==> src/rtl/button_input_port_pkg.sv <==
// Shared peripheral constants for the memory-mapped I/O block.
// Display and button register addresses plus debounce helpers.
package button_input_port_pkg;

  localparam logic [31:0] DISP_ADDR      = 32'h6000_0000;
  localparam logic [31:0] BTN_LEVEL_ADDR = 32'h7000_0000;
  localparam logic [31:0] BTN_EDGE_ADDR  = 32'h7000_0004;

  function automatic int unsigned cnt_width(
    input int unsigned cycles
  );
    return (cycles < 2) ? 1 : $clog2(cycles);
  endfunction

endpackage

==> src/rtl/button_input_port_debounce_cell.sv <==
// One button bit: 2-flop synchroniser, stability counter, level.
// rise_o is high in the cycle whose clock edge makes stable_o go 1.
module debounce_cell
  import button_input_port_pkg::*;
#(
  parameter int unsigned DEBOUNCE_CYCLES = 16
) (
  input  logic clk_i,
  input  logic rst_ni,
  input  logic btn_i,
  output logic stable_o,
  output logic rise_o
);

  localparam int unsigned CW = cnt_width(DEBOUNCE_CYCLES);
  localparam logic [CW-1:0] LAST = CW'(DEBOUNCE_CYCLES - 1);

  logic          s1;
  logic          s2;
  logic          stable;
  logic [CW-1:0] cnt;
  logic          done;

  assign done     = (s2 != stable) && (cnt == LAST);
  assign rise_o   = done & s2;
  assign stable_o = stable;

  // bring the raw level into the clock domain
  always_ff @(posedge clk_i or negedge rst_ni) begin
    if (!rst_ni) begin
      s1 <= 1'b0;
      s2 <= 1'b0;
    end else begin
      s1 <= btn_i;
      s2 <= s1;
    end
  end

  // flip the level only after s2 disagrees for a full window
  always_ff @(posedge clk_i or negedge rst_ni) begin
    if (!rst_ni) begin
      stable <= 1'b0;
      cnt    <= '0;
    end else if (s2 == stable) begin
      cnt    <= '0;
    end else if (cnt == LAST) begin
      stable <= s2;
      cnt    <= '0;
    end else begin
      cnt    <= cnt + CW'(1);
    end
  end

endmodule

==> src/rtl/button_input_port.sv <==
// Push-button input peripheral: debounced LEVEL and sticky
// press-event EDGE registers on the CPU load/store bus.
module button_input_port
  import button_input_port_pkg::*;
#(
  parameter int unsigned NUM_BTN         = 4,
  parameter int unsigned DEBOUNCE_CYCLES = 16,
  parameter logic [31:0] BASE_ADDR       = BTN_LEVEL_ADDR
) (
  input  logic               clk_i,
  input  logic               rst_ni,
  input  logic               en_i,
  input  logic               we_i,
  input  logic [31:0]        addr_i,
  input  logic [31:0]        wdata_i,
  output logic [31:0]        rdata_o,
  input  logic [NUM_BTN-1:0] btn_i
);

  localparam logic [31:0] LEVEL_ADDR = BASE_ADDR;
  localparam logic [31:0] EDGE_ADDR  = BASE_ADDR + 32'd4;

  logic [NUM_BTN-1:0] stable;
  logic [NUM_BTN-1:0] rise;
  logic [NUM_BTN-1:0] press_q;
  logic [NUM_BTN-1:0] clr;
  logic               lvl_rd;
  logic               edge_rd;
  logic               edge_wr;
  logic               unused_wdata;

  assign lvl_rd  = en_i && !we_i && (addr_i == LEVEL_ADDR);
  assign edge_rd = en_i && !we_i && (addr_i == EDGE_ADDR);
  assign edge_wr = en_i &&  we_i && (addr_i == EDGE_ADDR);
  assign clr     = edge_wr ? wdata_i[NUM_BTN-1:0] : '0;

  // only the low NUM_BTN data bits address event flags
  assign unused_wdata = ^wdata_i;

  for (genvar i = 0; i < NUM_BTN; i++) begin : g_btn
    debounce_cell #(
      .DEBOUNCE_CYCLES(DEBOUNCE_CYCLES)
    ) u_cell (
      .clk_i   (clk_i),
      .rst_ni  (rst_ni),
      .btn_i   (btn_i[i]),
      .stable_o(stable[i]),
      .rise_o  (rise[i])
    );
  end

  // sticky press flags, write-1-to-clear; a new press beats a clear
  always_ff @(posedge clk_i or negedge rst_ni) begin
    if (!rst_ni) begin
      press_q <= '0;
    end else begin
      press_q <= (press_q & ~clr) | rise;
    end
  end

  // one-cycle registered read port, zero when not reading
  always_ff @(posedge clk_i or negedge rst_ni) begin
    if (!rst_ni) begin
      rdata_o <= '0;
    end else begin
      unique case (1'b1)
        lvl_rd:  rdata_o <= 32'(stable);
        edge_rd: rdata_o <= 32'(press_q);
        default: rdata_o <= '0;
      endcase
    end
  end

endmodule

==> config.mk <==
export PLATFORM = sky130hd
export DESIGN_NAME = button_input_port
export DESIGN_NICKNAME = d
export VERILOG_FILES = /design/src/rtl/button_input_port_pkg.sv /design/src/rtl/button_input_port_debounce_cell.sv /design/src/rtl/button_input_port.sv
export SDC_FILE = /design/constraint.sdc
export NUM_CORES = 1
export LEC_CHECK = 0
export CORE_AREA = 2 2 107 57
export DETAILED_ROUTE_END_ITERATION = 8
export DIE_AREA = 0 0 109 59
export PLACE_DENSITY = 0.79
export SYNTH_ARGS = -nofsm -noshare
export SYNTH_HDL_FRONTEND = slang
export SYNTH_HIERARCHICAL = 1
export SYNTH_SLANG_ARGS = --single-unit
==> constraint.sdc <==
create_clock -name clk_i -period 1.2 [get_ports clk_i]
set_input_delay 0.18 -clock clk_i [delete_from_list [all_inputs] [get_ports clk_i]]
set_output_delay 0.18 -clock clk_i [all_outputs]
set_load 0.05 [all_outputs]
# Word-level counts from Yosys, hierarchy flattened
# Index checks and enable logic that the tools add are counted.
[word_totals]
reg_bits = 64
elab_cells = 71
[classes]
bitwise_logic = 11
n_eq_ne = 14
addsub = 4
muxes = 10
n_reduce_logical = 14
[ops]
columns = ["op", "n"]
rows = [
  ["$eq A32 B31 Y1 const B", 2],
  ["$mux W4", 9],
  ["$add A4 B1 Y4 const B", 4],
  ["$eq A4 B4 Y1 const B", 4],
  ["$logic_and A1 B1 Y1", 9],
  ["$pmux W4 S2", 1],
  ["$reduce_and A2 Y1", 4],
  ["$and A1 B1 Y1", 4],
  ["$and A4 B4 Y4", 1],
  ["$eq A1 B1 Y1", 4],
  ["$ne A1 B1 Y1", 4],
  ["$not A1 Y1", 4],
  ["$not A4 Y4", 1],
  ["$or A4 B4 Y4", 1],
  ["$logic_not A1 Y1", 1],
]

# Depth between registers and ports, before layout
[logic_depth]
depth_word = 6
mapped_depth = 5
mapped_depth_nobuf = 5

# Modules after synthesis
# The synthesis kept the hierarchy.
[by_module_without_submodules]
columns = ["module", "cells_each", "instances", "seq_area_each_um2", "area_per_inst_um2"]
rows = [
  ["debounce_cell (g_btn[1].u_cell ...)", 21, 3, 175.2, 286.5],
  ["button_input_port", 67, 1, 200.2, 666.9],
  ["debounce_cell (g_btn[0].u_cell)", 21, 1, 175.2, 287.8],
]

# Worst setup path after synthesis
# Ideal clock, no wire load.
[synth_path]
kind = "input to register"
startpoint = "in addr_i[23]"
endpoint = "reg press_q[0]"
path_slack_ns = -0.425
arrival_time_ns = 1.499
n_path_buf = 0
required_time_ns = 1.074
setup_time_ns = 0.126
cell_stages = 4
path_cell_list = "or4_4 nor4_4 nand4_4 o32a_1"
[synth_via]
elab_chain_len = 6
[synth_rtl]
columns = ["item", "line_no", "text"]
rows = [
  ["from (decl)", "button_input_port.sv:14", "input logic [31:0] addr_i,"],
  ["$eq A32 B31 Y1", "button_input_port.sv:34", "assign edge_wr = en_i && we_i && (addr_i == EDGE_ADDR);"],
  ["$logic_and A1 B1 Y1", "button_input_port.sv:34", ""],
  ["$mux W4", "button_input_port.sv:35", "assign clr = edge_wr ? wdata_i[NUM_BTN-1:0] : '0;"],
  ["$not A4 Y4", "button_input_port.sv:57", "press_q <= (press_q & ~clr) | rise;"],
  ["$and A4 B4 Y4", "button_input_port.sv:57", ""],
  ["$or A4 B4 Y4", "button_input_port.sv:57", ""],
  ["to (signal assigned)", "button_input_port.sv:57", ""],
  ["to (decl)", "button_input_port.sv:25", "logic [NUM_BTN-1:0] press_q;"],
]
# Every way passes these cells.
# A chain may end at the register's enable or synchronous reset.

# Worst setup path after layout
[layout_path]
startpoint = "reg g_btn[3].u_cell.cnt[1]"
endpoint = "reg press_q[3]"
[layout_via]
elab_chain_len = 4
[layout_rtl]
columns = ["item", "line_no", "text"]
rows = [
  ["from (decl)", "button_input_port_debounce_cell.sv:21", "logic [CW-1:0] cnt;"],
  ["from (signal assigned)", "button_input_port_debounce_cell.sv:50", "cnt <= cnt + CW'(1);"],
  ["$eq A4 B4 Y1", "button_input_port_debounce_cell.sv:24", "assign done = (s2 != stable) && (cnt == LAST);"],
  ["$logic_and A1 B1 Y1", "button_input_port_debounce_cell.sv:24", ""],
  ["$and A1 B1 Y1", "button_input_port_debounce_cell.sv:25", "assign rise_o = done & s2;"],
  ["net rise[3]", "button_input_port.sv:24", "logic [NUM_BTN-1:0] rise;"],
  ["$or A4 B4 Y4", "button_input_port.sv:57", ""],
]
# The timed path passes the listed nets, and every way through them passes these cells.

==> key figures <==
Global routing
  – Gr usage total: between 10 and 15%
  – Vias in the first global route: 1410
  – Largest net degree at the start of global routing: 25
  – Gr ovfl total: 0
  – Initial antenna violation count: 0
  – Global-route wire length before repair: 6.430 mm

CTS
  – H-tree depth: 2
  – CTS Root Cell: clkbuf_8
  – Clock latency on the worst-skew pair: ~0.3 ns
  – TritonCTS clock tree: done
  – Total CTS buffers: 5
  – CTS max path bufs: 2
  – Clock sink total: 36
  – Reg clk slew, reported paths: 0.07 ns

Critical path
  – Crit-path max cell delay: between 0.3 and 0.4 ns
  – FF-to-FF Start: g_btn[3].u_cell/cnt[1]
  – CP max-delay cell: dfrtp_1
  – Reg-to-Reg End: press_q[3]
  – Worst setup endpoint: press_q[3]
  – CP Cell Sequence: ha_2 -> nand3_2 -> nor3b_2 -> nand4b_1 -> o32a_1
  – WP buf/inv: 0
  – CP arrival: between 1.5 and 2 ns
  – Endpoint class of the critical path: register
  – Reg2Reg Depth: 5
  – CP startpoint: g_btn[3].u_cell/cnt[1]
  – Setup CP Type: reg2reg
  – Family with the most delay on the worst path: flip-flops
  – Reg2reg setup slack: -0.17 ns
  – CP Data Required Time: 1.38 ns
  – CP max FO: 2
  – Crit start category: register
  – Crit path depth: 5

Detailed routing
  – Antenna-violating nets left: 0
  – Post-DR vias/cell: approximately 4.5
  – Drt pass-1 iters: 4
  – DRC errors left: 0
  – WL met3: between 150 and 200 um
  – Routed wl met2: 2.490 mm
  – Metal-1 WL: 1.555 mm
  – Final wirelength: between 4 and 5 mm
  – Via Count: around 1400
  – WL/cell: between 10 and 15 um
  – Highest metal used: met4
  – Drt initial violations: 63

Layout
  – Final antenna diode count: 0
  – Share of cells above drive strength 1: between 30% and 40%
  – Nets: around 310
  – Design area: 2770 um^2
  – P&R area growth vs syn: 52.69%
  – Final Core Density: about half

Floorplanning
  – Initial cell density of the core: 33.62%
  – I/O pin cnt: between 100 and 150
  – Die X-Extent: approximately 110 um
  – Std-Cell Rows: 19
  – Core ar.: roughly 5400 um^2
  – Die footprint: 6431 um^2
  – Die H: 59 um

Synthesis
  – Most numerous cell in the Yosys netlist: dfrtp_1
  – Syn Area/Cell: 12.01 um^2
  – Leading area contributor after synthesis: dfrtp_1
  – Ys async rst share: 100.0%
  – Yosys warns: 6
  – Top cells by instance count after synthesis: dfrtp_1 (36), buf_4 (28), a21oi_1 (8), nand4b_1 (8), xnor2_1 (8)
  – Mapped Area: roughly 1800 um^2
  – Post-synth EDFFs: 0
  – Top FF cell, synth: dfrtp_1
  – Synth cell types: 29
  – Area contributors post-synth: dfrtp_1 (50%), buf_4 (12%), nand4b_1 (3.9%)
  – Synth Register Bits: 36
  – Cells after Synth: ~150
  – Synth top area share: around 50%
  – Sequential-to-total area share from yosys stat: 49.66%

Place
  – Gp weighted congestion: between 0.7 and 0.8
  – Placed Area: about 2500 um^2
  – Place WS: -0.9065 ns
  – Port bufs: 47
  – Hpwl dp: a little under 3 mm

Timing
  – Worst hold slack: roughly 0.21 ns
  – Final Cycle Share: 114.3%
  – Final Skew: 0.01034 ns
  – Setup-failing EPs final: 9
  – FMAX: about 730 MHz
  – Setup ws final: -0.1712 ns
  – Fin. Hold Viols: 0
  – Max Transition Viols Final: 0
  – RSZ-0062 raised after global routing: true
  – Final min period: around 1.4 ns

Run status
  – Status: finished, violations left
  – Failing checks: negative setup slack

Power and ir drop
  – Power density over the cells: about 1100 nW/um^2
  – Leak pwr: 0.001277 uW
  – Worst VDD drop: ~460 uV

Hold path
  – Hold/Removal Path Class: in2async

Job
  – Max-Cap Viols: 0
==> kinds of logic after synthesis <==
logic type               Yosys count  share of synthesized area, %
other                              1                        0.2067
AO/OA/AOI/OAI                     19                         6.966
multiplexers                       8                         5.517
buffers and inverters             33                         12.62
XOR/XNOR                           8                         3.862
adder cells (fa/ha/maj)            4                         2.759
AND/OR/NAND/NOR                   42                         18.41
flip-flops                        36                         49.65
==> power by group <==
group / total, uW / switching (uW) / internal [uW]
combinational: 572 / 334 / 237
sequential: 1290 / 33.8 / 1260
clock: 1070 / 455 / 614
==> through the flow <==
step | total power (uW) | setup TNS (ns) | instances
detailed placement | 1846 | -6.812 | 294
finish | 2934 | -0.8361 | 310
global placement | 1829 | -6.508 | 294
global route | 3068 | -1.613 | 310
floorplan | 1672 | -2.497 | 178
CTS | 2918 | -0.7872 | 305
==> per-layer routing <==
| layer | global-route usage [%] | vias up |
|---|---|---|
| met5 | 0 | - |
| met4 | 5.311 | 0 |
| met3 | 4.286 | 11 |
| met2 | 26.00 | 45 |
| met1 | 13.62 | 687 |
| li1 | - | 659 |
==> registers in the layout, indices dropped and copies added, names as in the netlist <==
name                   cells
g_btn.u_cell/cnt          16
press_q                    4
g_btn.u_cell/stable_o      4
g_btn.u_cell/s2            4
g_btn.u_cell/s1            4
rdata_o                    4
==> cell type report <==
| cell class | count | area (um^2) |
|---|---|---|
| flip-flops and latches | 36 | 900.9 |
| inverters | 4 | 15.01 |
| well taps | 73 | 91.34 |
| fillers | 440 | 2626 |
| clock buffers | 5 | 68.82 |
| multi-input cells | 109 | 883.3 |
| clock inverters | 3 | 42.54 |
| repair buffers | 80 | 768.2 |
==> worst min path at each step <==
stage | slack (ns) | end
2_1_floorplan | -0.12 | g_btn[0].u_cell/cnt[0]
3_3_place_gp | 0.33 | g_btn[3].u_cell/s2
3_5_place_dp | 0.34 | g_btn[1].u_cell/s2
4_1_cts | 0.20 | g_btn[0].u_cell/cnt[2]
5_1_grt | 0.21 | g_btn[0].u_cell/s2
6_report | 0.21 | g_btn[0].u_cell/s2
==> what timing repair did <==
action	CTS	global route
hold buffers	0	0
pin swaps	14	14
setup buffers	3	6
gates cloned	0	0
gates resized for setup	32	16
endpoints found under the hold margin	0	0
setup endpoints to repair	11	14
==> cell usage in the layout, fill, tap and decap left out, drive strengths merged, types with 2 or more instances in the layout <==
cell	n
nand4b	8
nand3	4
ha	4
conb	28
buf	40
and2b	3
nor4	4
dlygate4sd2	7
clkbuf	5
mux2	4
mux2i	4
o21ai	4
a311oi	3
nand4	2
clkdlybuf4s50	27
nor3	5
o32a	4
inv	4
nor3b	6
nor2	5
xnor2	8
a21oi	8
dlymetal6s2s	5
dfrtp	36
No activity file was read; power rests on OpenSTA's default activity.
